File: src/rtl/gray_seq_ctrl.sv
// Gray-coded run controller. A prescaler paces steps of a binary count in ONCE, WRAP and PINGPONG modes.
// gray_out is decoded combinationally from the count register.
module gray_seq_ctrl #(
  parameter int WIDTH = 4,
  parameter int DIV_W = 8
) (
  input  logic             clk,
  input  logic             rst,
  input  logic             cmd_valid,
  output logic             cmd_ready,
  input  logic [1:0]       cmd_op,
  input  logic [WIDTH-1:0] cmd_limit,
  input  logic [DIV_W-1:0] cmd_div,
  input  logic             halt,
  output logic [WIDTH-1:0] gray_out,
  output logic             busy,
  output logic             dir,
  output logic             wrap,
  output logic             done
);

  typedef enum logic [1:0] {IDLE, UP, DOWN, DONE} state_t;

  localparam logic [1:0] OP_NOP  = 2'b00;
  localparam logic [1:0] OP_WRAP = 2'b10;
  localparam logic [1:0] OP_PP   = 2'b11;

  state_t           state_q;
  logic [WIDTH-1:0] count_q;
  logic [WIDTH-1:0] limit_q;
  logic [DIV_W-1:0] pre_q;
  logic [DIV_W-1:0] div_q;
  logic [1:0]       op_q;
  logic             wrap_q;
  logic             tick;

  assign tick = (pre_q == div_q);

  always_ff @(posedge clk or posedge rst) begin
    if (rst) begin
      state_q <= IDLE;
      count_q <= '0;
      limit_q <= '0;
      pre_q   <= '0;
      div_q   <= '0;
      op_q    <= '0;
      wrap_q  <= 1'b0;
    end else begin
      wrap_q <= 1'b0;
      case (state_q)
        IDLE: begin
          if (cmd_valid && (cmd_op != OP_NOP)) begin
            op_q    <= cmd_op;
            limit_q <= cmd_limit;
            div_q   <= cmd_div;
            count_q <= '0;
            pre_q   <= '0;
            state_q <= UP;
          end
        end
        UP, DOWN: begin
          // halt wins over a coincident tick; count and prescaler are frozen
          if (halt) begin
            state_q <= IDLE;
          end else begin
            pre_q <= tick ? '0 : pre_q + 1'b1;
            if (tick) begin
              if (state_q == UP) begin
                if (count_q != limit_q) begin
                  count_q <= count_q + 1'b1;
                end else begin
                  case (op_q)
                    OP_WRAP: begin
                      count_q <= '0;
                      wrap_q  <= 1'b1;
                    end
                    OP_PP: begin
                      state_q <= DOWN;
                      count_q <= (limit_q == '0) ? '0 : limit_q - 1'b1;
                    end
                    default: state_q <= DONE;
                  endcase
                end
              end else begin
                if (count_q != '0) begin
                  count_q <= count_q - 1'b1;
                end else begin
                  // a zero limit keeps the count parked at 0 while direction toggles
                  state_q <= UP;
                  count_q <= (limit_q == '0) ? '0 : WIDTH'(1);
                end
              end
            end
          end
        end
        DONE:    state_q <= IDLE;
        default: state_q <= IDLE;
      endcase
    end
  end

  assign cmd_ready = (state_q == IDLE) && !rst;
  assign gray_out  = count_q ^ (count_q >> 1);
  assign busy      = (state_q == UP) || (state_q == DOWN);
  assign dir       = (state_q == DOWN);
  assign wrap      = wrap_q;
  assign done      = (state_q == DONE);

endmodule

File: config.mk
export PLATFORM = sky130hd
export DESIGN_NAME = gray_seq_ctrl
export DESIGN_NICKNAME = d
export VERILOG_FILES = /design/src/rtl/gray_seq_ctrl.sv
export SDC_FILE = /design/constraint.sdc
export NUM_CORES = 1
export LEC_CHECK = 0
export ABC_AREA = 1
export CAP_MARGIN = 15
export CORE_MARGIN = 1
export CORE_UTILIZATION = 25
export CTS_BUF_LIST = sky130_fd_sc_hd__clkbuf_8
export DETAILED_ROUTE_END_ITERATION = 7
export PLACE_DENSITY = 0.39
export SYNTH_ARGS = -nofsm -noshare
export SYNTH_HDL_FRONTEND = slang
export SYNTH_SLANG_ARGS = --single-unit
File: constraint.sdc
create_clock -name clk -period 2.1 [get_ports clk]
set_clock_uncertainty 0.05 [all_clocks]
set_input_delay 0.42 -clock clk [delete_from_list [all_inputs] [get_ports clk]]
set_output_delay 0.42 -clock clk [all_outputs]
set_load 0.01 [all_outputs]
==> results of run 1 <==
## tightest hold or removal path: cells and delay by family (launching register included)
family          cells  cell delay (ns)
flops               1             0.37
simple gates        1             0.06
compound gates      1             0.06
## routing by layer
metal / up-vias / global-route usage / part of all wire / wire [um]
met2: 39 / 0.190 / 0.41 / 2060
li1: 956 / - / - / -
met1: 825 / 0.189 / 0.53 / 2660
met5: - / 0 / 0 / 0
met4: 0 / 0.0469 / 0.012 / 59
met3: 5 / 0.0255 / 0.054 / 274
## logic make-up (layout without fill, tap and decap cells)
| kind of cell | count (synthesis) | after routing | share of synthesized area |
|---|---|---|---|
| adders and majority gates | 14 | 14 | 0.0854 |
| and+or+nand+nor | 142 | 142 | 0.329 |
| AOI/OAI and AO/OA | 37 | 37 | 0.0957 |
| muxes | 3 | 3 | 0.0165 |
| buffers and inverters | 45 | 83 | 0.0896 |
| DFF | 29 | 29 | 0.354 |
| xor gates and xnor gates | 7 | 7 | 0.0299 |
## stage by stage
stage	hold WS [ns]	cell area (um2)
floorplan	0.425	2050
global placement	0.463	2470
detailed placement	0.460	2470
CTS	0.479	2590
global route	0.504	2620
finish	0.480	2620
## where the power goes
group	switching, mW	internal (mW)
Combinational	1.23	0.786
Clock	0.252	0.386
Sequential	0.144	0.753
## sequential cells by signal (all words and copies together) (netlist names)
signal / count
div_q: 8
state_q: 2
pre_q: 8
wrap: 1
op_q: 2
count_q: 4
limit_q: 4
## area by class of cell
class | count | share of cell area
multi-input combinational | 203 | 0.436
timing repair buffer | 36 | 0.135
clock buffer | 6 | 0.0315
sequential | 29 | 0.278
inverter | 39 | 0.0559
clock inverter | 2 | 0.0143
tap | 102 | 0.0488
## cells in the mapped netlist (2+ instances only)
cell	instances
nand2_1	79
inv_1	31
dfrtp_1	29
nor2_1	21
a21oi_1	19
nand3_1	16
ha_1	14
o21ai_0	10
inv_2	8
nand2_2	6
xnor2_1	6
nand4_1	5
buf_4	4
mux2_2	3
nor2_2	3
a31oi_1	2
clkbuf_1	2
nand2_4	2
nor3_1	2
o21ai_1	2
## path summary, 6_finish.rpt
check                      cells past startpoint       start  slack, ns          end
hold / removal                                 2     op_q[0]       0.48      op_q[0]
setup reg to reg                              10  state_q[0]       0.23     pre_q[4]
max in group asynchronous                      3         rst       1.19   count_q[3]
setup / recovery                               3  count_q[3]       0.07  gray_out[2]
min in group asynchronous                      3         rst       0.49     div_q[7]
hold reg to reg                                2     op_q[0]       0.48      op_q[0]
## what timing repair did
| action | 4_1_cts | 5_1_grt |
|---|---|---|
| resized for setup | 2 | 3 |
| endpoints found under the setup margin | 2 | 4 |
| buffers inserted | 0 | 2 |
==> impl_metrics.py, run 1 <==
metrics = {
    "detailed_routing": {
        "vias": 1825,
        "first_pass_iters": 4,
        "ant_nets": 0,
        "viasPerCell": 4.38,
        "drc": 0,
        "wirelength_um": 5050,
        "wl_per_cell_um": 12.1,
        "drtIter0Drc": 99,
    },
    "critical_path": {
        "cp-end-kind": "primary output",
        "cp_cell_sequence": "inv_2 > ha_1 > clkdlybuf4s50_1",
        "required_ns": 1.63,
        "worst_ep_arrival_time_ns": 1.56,
        "crit_type": "reg2out",
        "cp-start-kind": "register",
        "crit_path_max_incr_delay_ns": 0.53,
        "crit_buf_inv": 2,
        "cp_max_fo": 5,
        "cp_slowest_cell": "clkdlybuf4s50_1",
        "path_delay_family": "buffers and inverters",
    },
    "synthesis": {
        "yosysTopAreaCellShare": 0.354,
        "synthTopCellsByArea": "dfrtp_1, nand2_1, ha_1, inv_1, a21oi_1",
        "synth_top_flop_cell": "dfrtp_1",
        "yosysWarnings": 0,
        "syn_nets": 309,
        "syn_inst": 277,
        "synth-seq-cells": 29,
        "synth_top_area_cell": "dfrtp_1",
        "async_flop_share": 1.00,
        "synthDistinctLibCells": 33,
        "synth_area_mm2": 0.00205,
        "syn_avg_cell_area_um2": 7.41,
        "ys_seq_area_frac": 0.354,
        "synth_edf_count": 0,
    },
    "final_layout": {
        "nets": 346,
        "area_growth_pct": 27.6,
        "final_core_util": 0.334,
        "instances_no_fill": 417,
        "drive_gt1_frac": 0.156,
        "multi_input_area_mm2": 0.00114,
        "seqCellArea_um2": 727,
        "layout_common_cells": "nand2_1, inv_1, dfrtp_1",
        "n_fill_cell": 870,
        "n_antenna_cell": 0,
        "final_common_cell": "nand2_1",
    },
    "power": {
        "p_per_area_mw_per_mm2": 1360,
        "fin_total_pwr_mw": 3.55,
        "leakagePower_nw": 1.31,
        "ir_drop_mv": 0.516,
    },
    "sta": {
        "tns_ns": 0,
        "tightest_slew_ns": 0.402,
        "max_freq_mhz": 493,
        "period_share": 0.966,
        "slew_violations": 0,
        "relSlewSlack": 0.732,
        "period_minus_slack_ns": 2.03,
        "setup_violations": 0,
        "hold_viol_final": 0,
        "grt_setup_unrepaired": "false",
        "setup_slack_ns": 0.0709,
    },
    "job": {
        "maxCapViolations": 0,
    },
    "clocking": {
        "root_buffer": "clkbuf_8",
        "clock-sinks": 29,
        "htree_levels": 2,
        "cts_buffer_depth": 2,
        "insertion_delay_ns": 0.29,
        "tritoncts": "yes",
        "cts.hold.buffers_added": 0,
        "cts.clk_slew.worst_paths_ns": 0.08,
        "cts_made_buffers": 5,
    },
    "die": {
        "start_util": 0.261,
        "fp-row-count": 32,
        "die_x_um": 92.6,
        "die-area_mm2": 0.00857,
        "die_y_um": 92.6,
        "core_mm2": 0.00785,
        "io_pins": 27,
    },
    "worst_hold_path": {
        "hold_class": "reg2reg",
    },
    "run_status": {
        "status": "finished clean",
    },
    "grt": {
        "grt_max_degree": 30,
        "grt_pass1_vias": 1749,
        "grt_overflow": 0,
        "grt_pass1_wl_um": 8670,
        "antenna_found_initial": 0,
        "track_usage": 0.130,
    },
    "placement": {
        "dp_hpwl_um": 3750,
        "pre_cts_ws_ns": 0.113,
        "place_congestion": 0.772,
        "place_inst": 407,
        "portBuffers": 26,
    },
}
(Power assumes the default switching activity.)
==> run 2: changes to the inputs <==
--- a/config.mk
+++ b/config.mk
@@ -11,6 +11,7 @@
 export CORE_UTILIZATION = 25
 export CTS_BUF_LIST = sky130_fd_sc_hd__clkbuf_8
 export DETAILED_ROUTE_END_ITERATION = 7
+export GPL_TIMING_DRIVEN = 0
 export PLACE_DENSITY = 0.39
 export SYNTH_ARGS = -nofsm -noshare
 export SYNTH_HDL_FRONTEND = slang
==> impl_metrics.py, run 2 (synthesis results as in run 1) <==
metrics = {
    "sta": {
        "period_minus_slack_ns": 2.05,
        "setup_violations": 0,
        "tightest_slew_ns": 0.723,
        "max_freq_mhz": 489,
        "relSlewSlack": 0.518,
        "slew_violations": 0,
        "hold_viol_final": 0,
        "period_share": 0.974,
        "whs_ns": 0.471,
    },
    "die": {
        "fp-row-count": 32,
        "io_pins": 27,
        "core_mm2": 0.00785,
        "die_y_um": 92.6,
        "die_x_um": 92.6,
        "die-area_mm2": 0.00857,
        "start_util": 0.261,
    },
    "detailed_routing": {
        "wirelength_um": 5240,
        "drtIter0Drc": 130,
        "vias": 1782,
        "ant_nets": 0,
        "first_pass_iters": 4,
        "wl_per_cell_um": 12.5,
        "drc": 0,
        "viasPerCell": 4.24,
    },
    "final_layout": {
        "reg_top3": "div_q x8, pre_q x8",
        "n_antenna_cell": 0,
        "n_fill_cell": 887,
        "drive_gt1_frac": 0.160,
        "nets": 349,
        "fin_area_mm2": 0.00263,
        "final_common_cell": "nand2_1",
        "instances_no_fill": 420,
        "area_growth_pct": 28.3,
        "layout_common_cells": "nand2_1, inv_1, dfrtp_1",
    },
    "critical_path": {
        "cp_slowest_cell": "clkdlybuf4s50_1",
        "cp_cell_sequence": "inv_2 > ha_1 > clkdlybuf4s50_1",
        "crit_path_end": "gray_out[2]",
        "cp-end-kind": "primary output",
        "crit_start": "count_q[3]",
        "worst_ep_arrival_time_ns": 1.58,
        "reg2reg_depth": 10,
        "regToRegSetupSlack_ns": 0.18,
        "rr_startpoint": "state_q[0]",
        "cp-start-kind": "register",
        "r2r-end": "pre_q[4]",
        "crit_type": "reg2out",
        "cp_max_fo": 5,
        "crit_path_max_incr_delay_ns": 0.53,
        "required_ns": 1.63,
    },
    "power": {
        "leakagePower_nw": 1.29,
        "fin_total_pwr_mw": 3.58,
        "p_per_area_mw_per_mm2": 1360,
        "ir_drop_mv": 0.658,
    },
    "clocking": {
        "cts_made_buffers": 5,
        "cts.clk_slew.worst_paths_ns": 0.07,
        "tritoncts": "yes",
        "htree_levels": 2,
        "cts.hold.buffers_added": 0,
        "clock-sinks": 29,
        "insertion_delay_ns": 0.29,
        "cts_buffer_depth": 2,
        "root_buffer": "clkbuf_8",
    },
    "grt": {
        "grt_overflow": 0,
        "grt_pass1_wl_um": 8730,
        "antenna_found_initial": 0,
        "grt_pass1_vias": 1703,
        "grt_max_degree": 16,
        "track_usage": 0.133,
    },
    "placement": {
        "portBuffers": 26,
        "place_area_mm2": 0.00247,
        "place_congestion": 0.827,
        "dp_hpwl_um": 3940,
        "place_inst": 406,
    },
    "run_status": {
        "status": "finished clean",
    },
    "worst_hold_path": {
        "hold_class": "reg2reg",
    },
    "job": {
        "maxCapViolations": 0,
    },
}
-- run 2: critical path: cells and delay by family, from the launching register on --
family     cells  cell delay [ns]
fa+ha+maj      1             0.29
buf+inv        2             0.60
flops          1             0.40
-- run 2: layout make-up --
cell class	count	area [um2]	area share
multi-input cells	203	1140	0.434
flip-flops and latches	29	728	0.277
repair buffers	33	330	0.125
inverters	39	146	0.0556
well taps	102	128	0.0485
clock buffers	6	82.6	0.0314
clock inverters	2	37.5	0.0143
plain buffers	6	37.5	0.0143
-- run 2: worst min path at each step --
stage	cells after the start	slack (ns)	end	startpoint
3_3_place_gp	2	0.45	op_q[0]	op_q[0]
4_1_cts	2	0.47	op_q[0]	op_q[0]
5_1_grt	2	0.51	op_q[1]	op_q[1]
6_report	2	0.47	state_q[1]	state_q[1]
3_5_place_dp	2	0.46	op_q[0]	op_q[0]
2_1_floorplan	2	0.42	op_q[0]	op_q[0]
-- run 2: through the flow --
| step | util | setup TNS, ns | setup slack, ns |
|---|---|---|---|
| after global placement | 0.311 | 0 | 0.000203 |
| final | 0.335 | 0 | 0.0536 |
| after floorplan | - | 0 | 0.415 |
| after global routing | 0.335 | -0.00240 | -0.00240 |
| after detailed placement | 0.314 | 0 | 0.0222 |
| after CTS | 0.332 | 0 | 0.0121 |
-- run 2: metal layers --
| layer | GRT usage | routed length [um] |
|---|---|---|
| met5 | 0 | 0 |
| met4 | 0.0391 | 52 |
| met3 | 0.0337 | 173 |
| met2 | 0.186 | 2060 |
| met1 | 0.198 | 2950 |
-- run 2: what timing repair did --
item | CTS | global route
buffers inserted | 2 | 4
gates resized for setup | 4 | 0
endpoints found under the setup margin | 4 | 2
cloned | 0 | 0
-- run 2: power breakdown --
group          switching [mW]  internal (mW)
combinational            1.25          0.789
sequential              0.153          0.754
clock                   0.245          0.386
total                    1.65           1.93
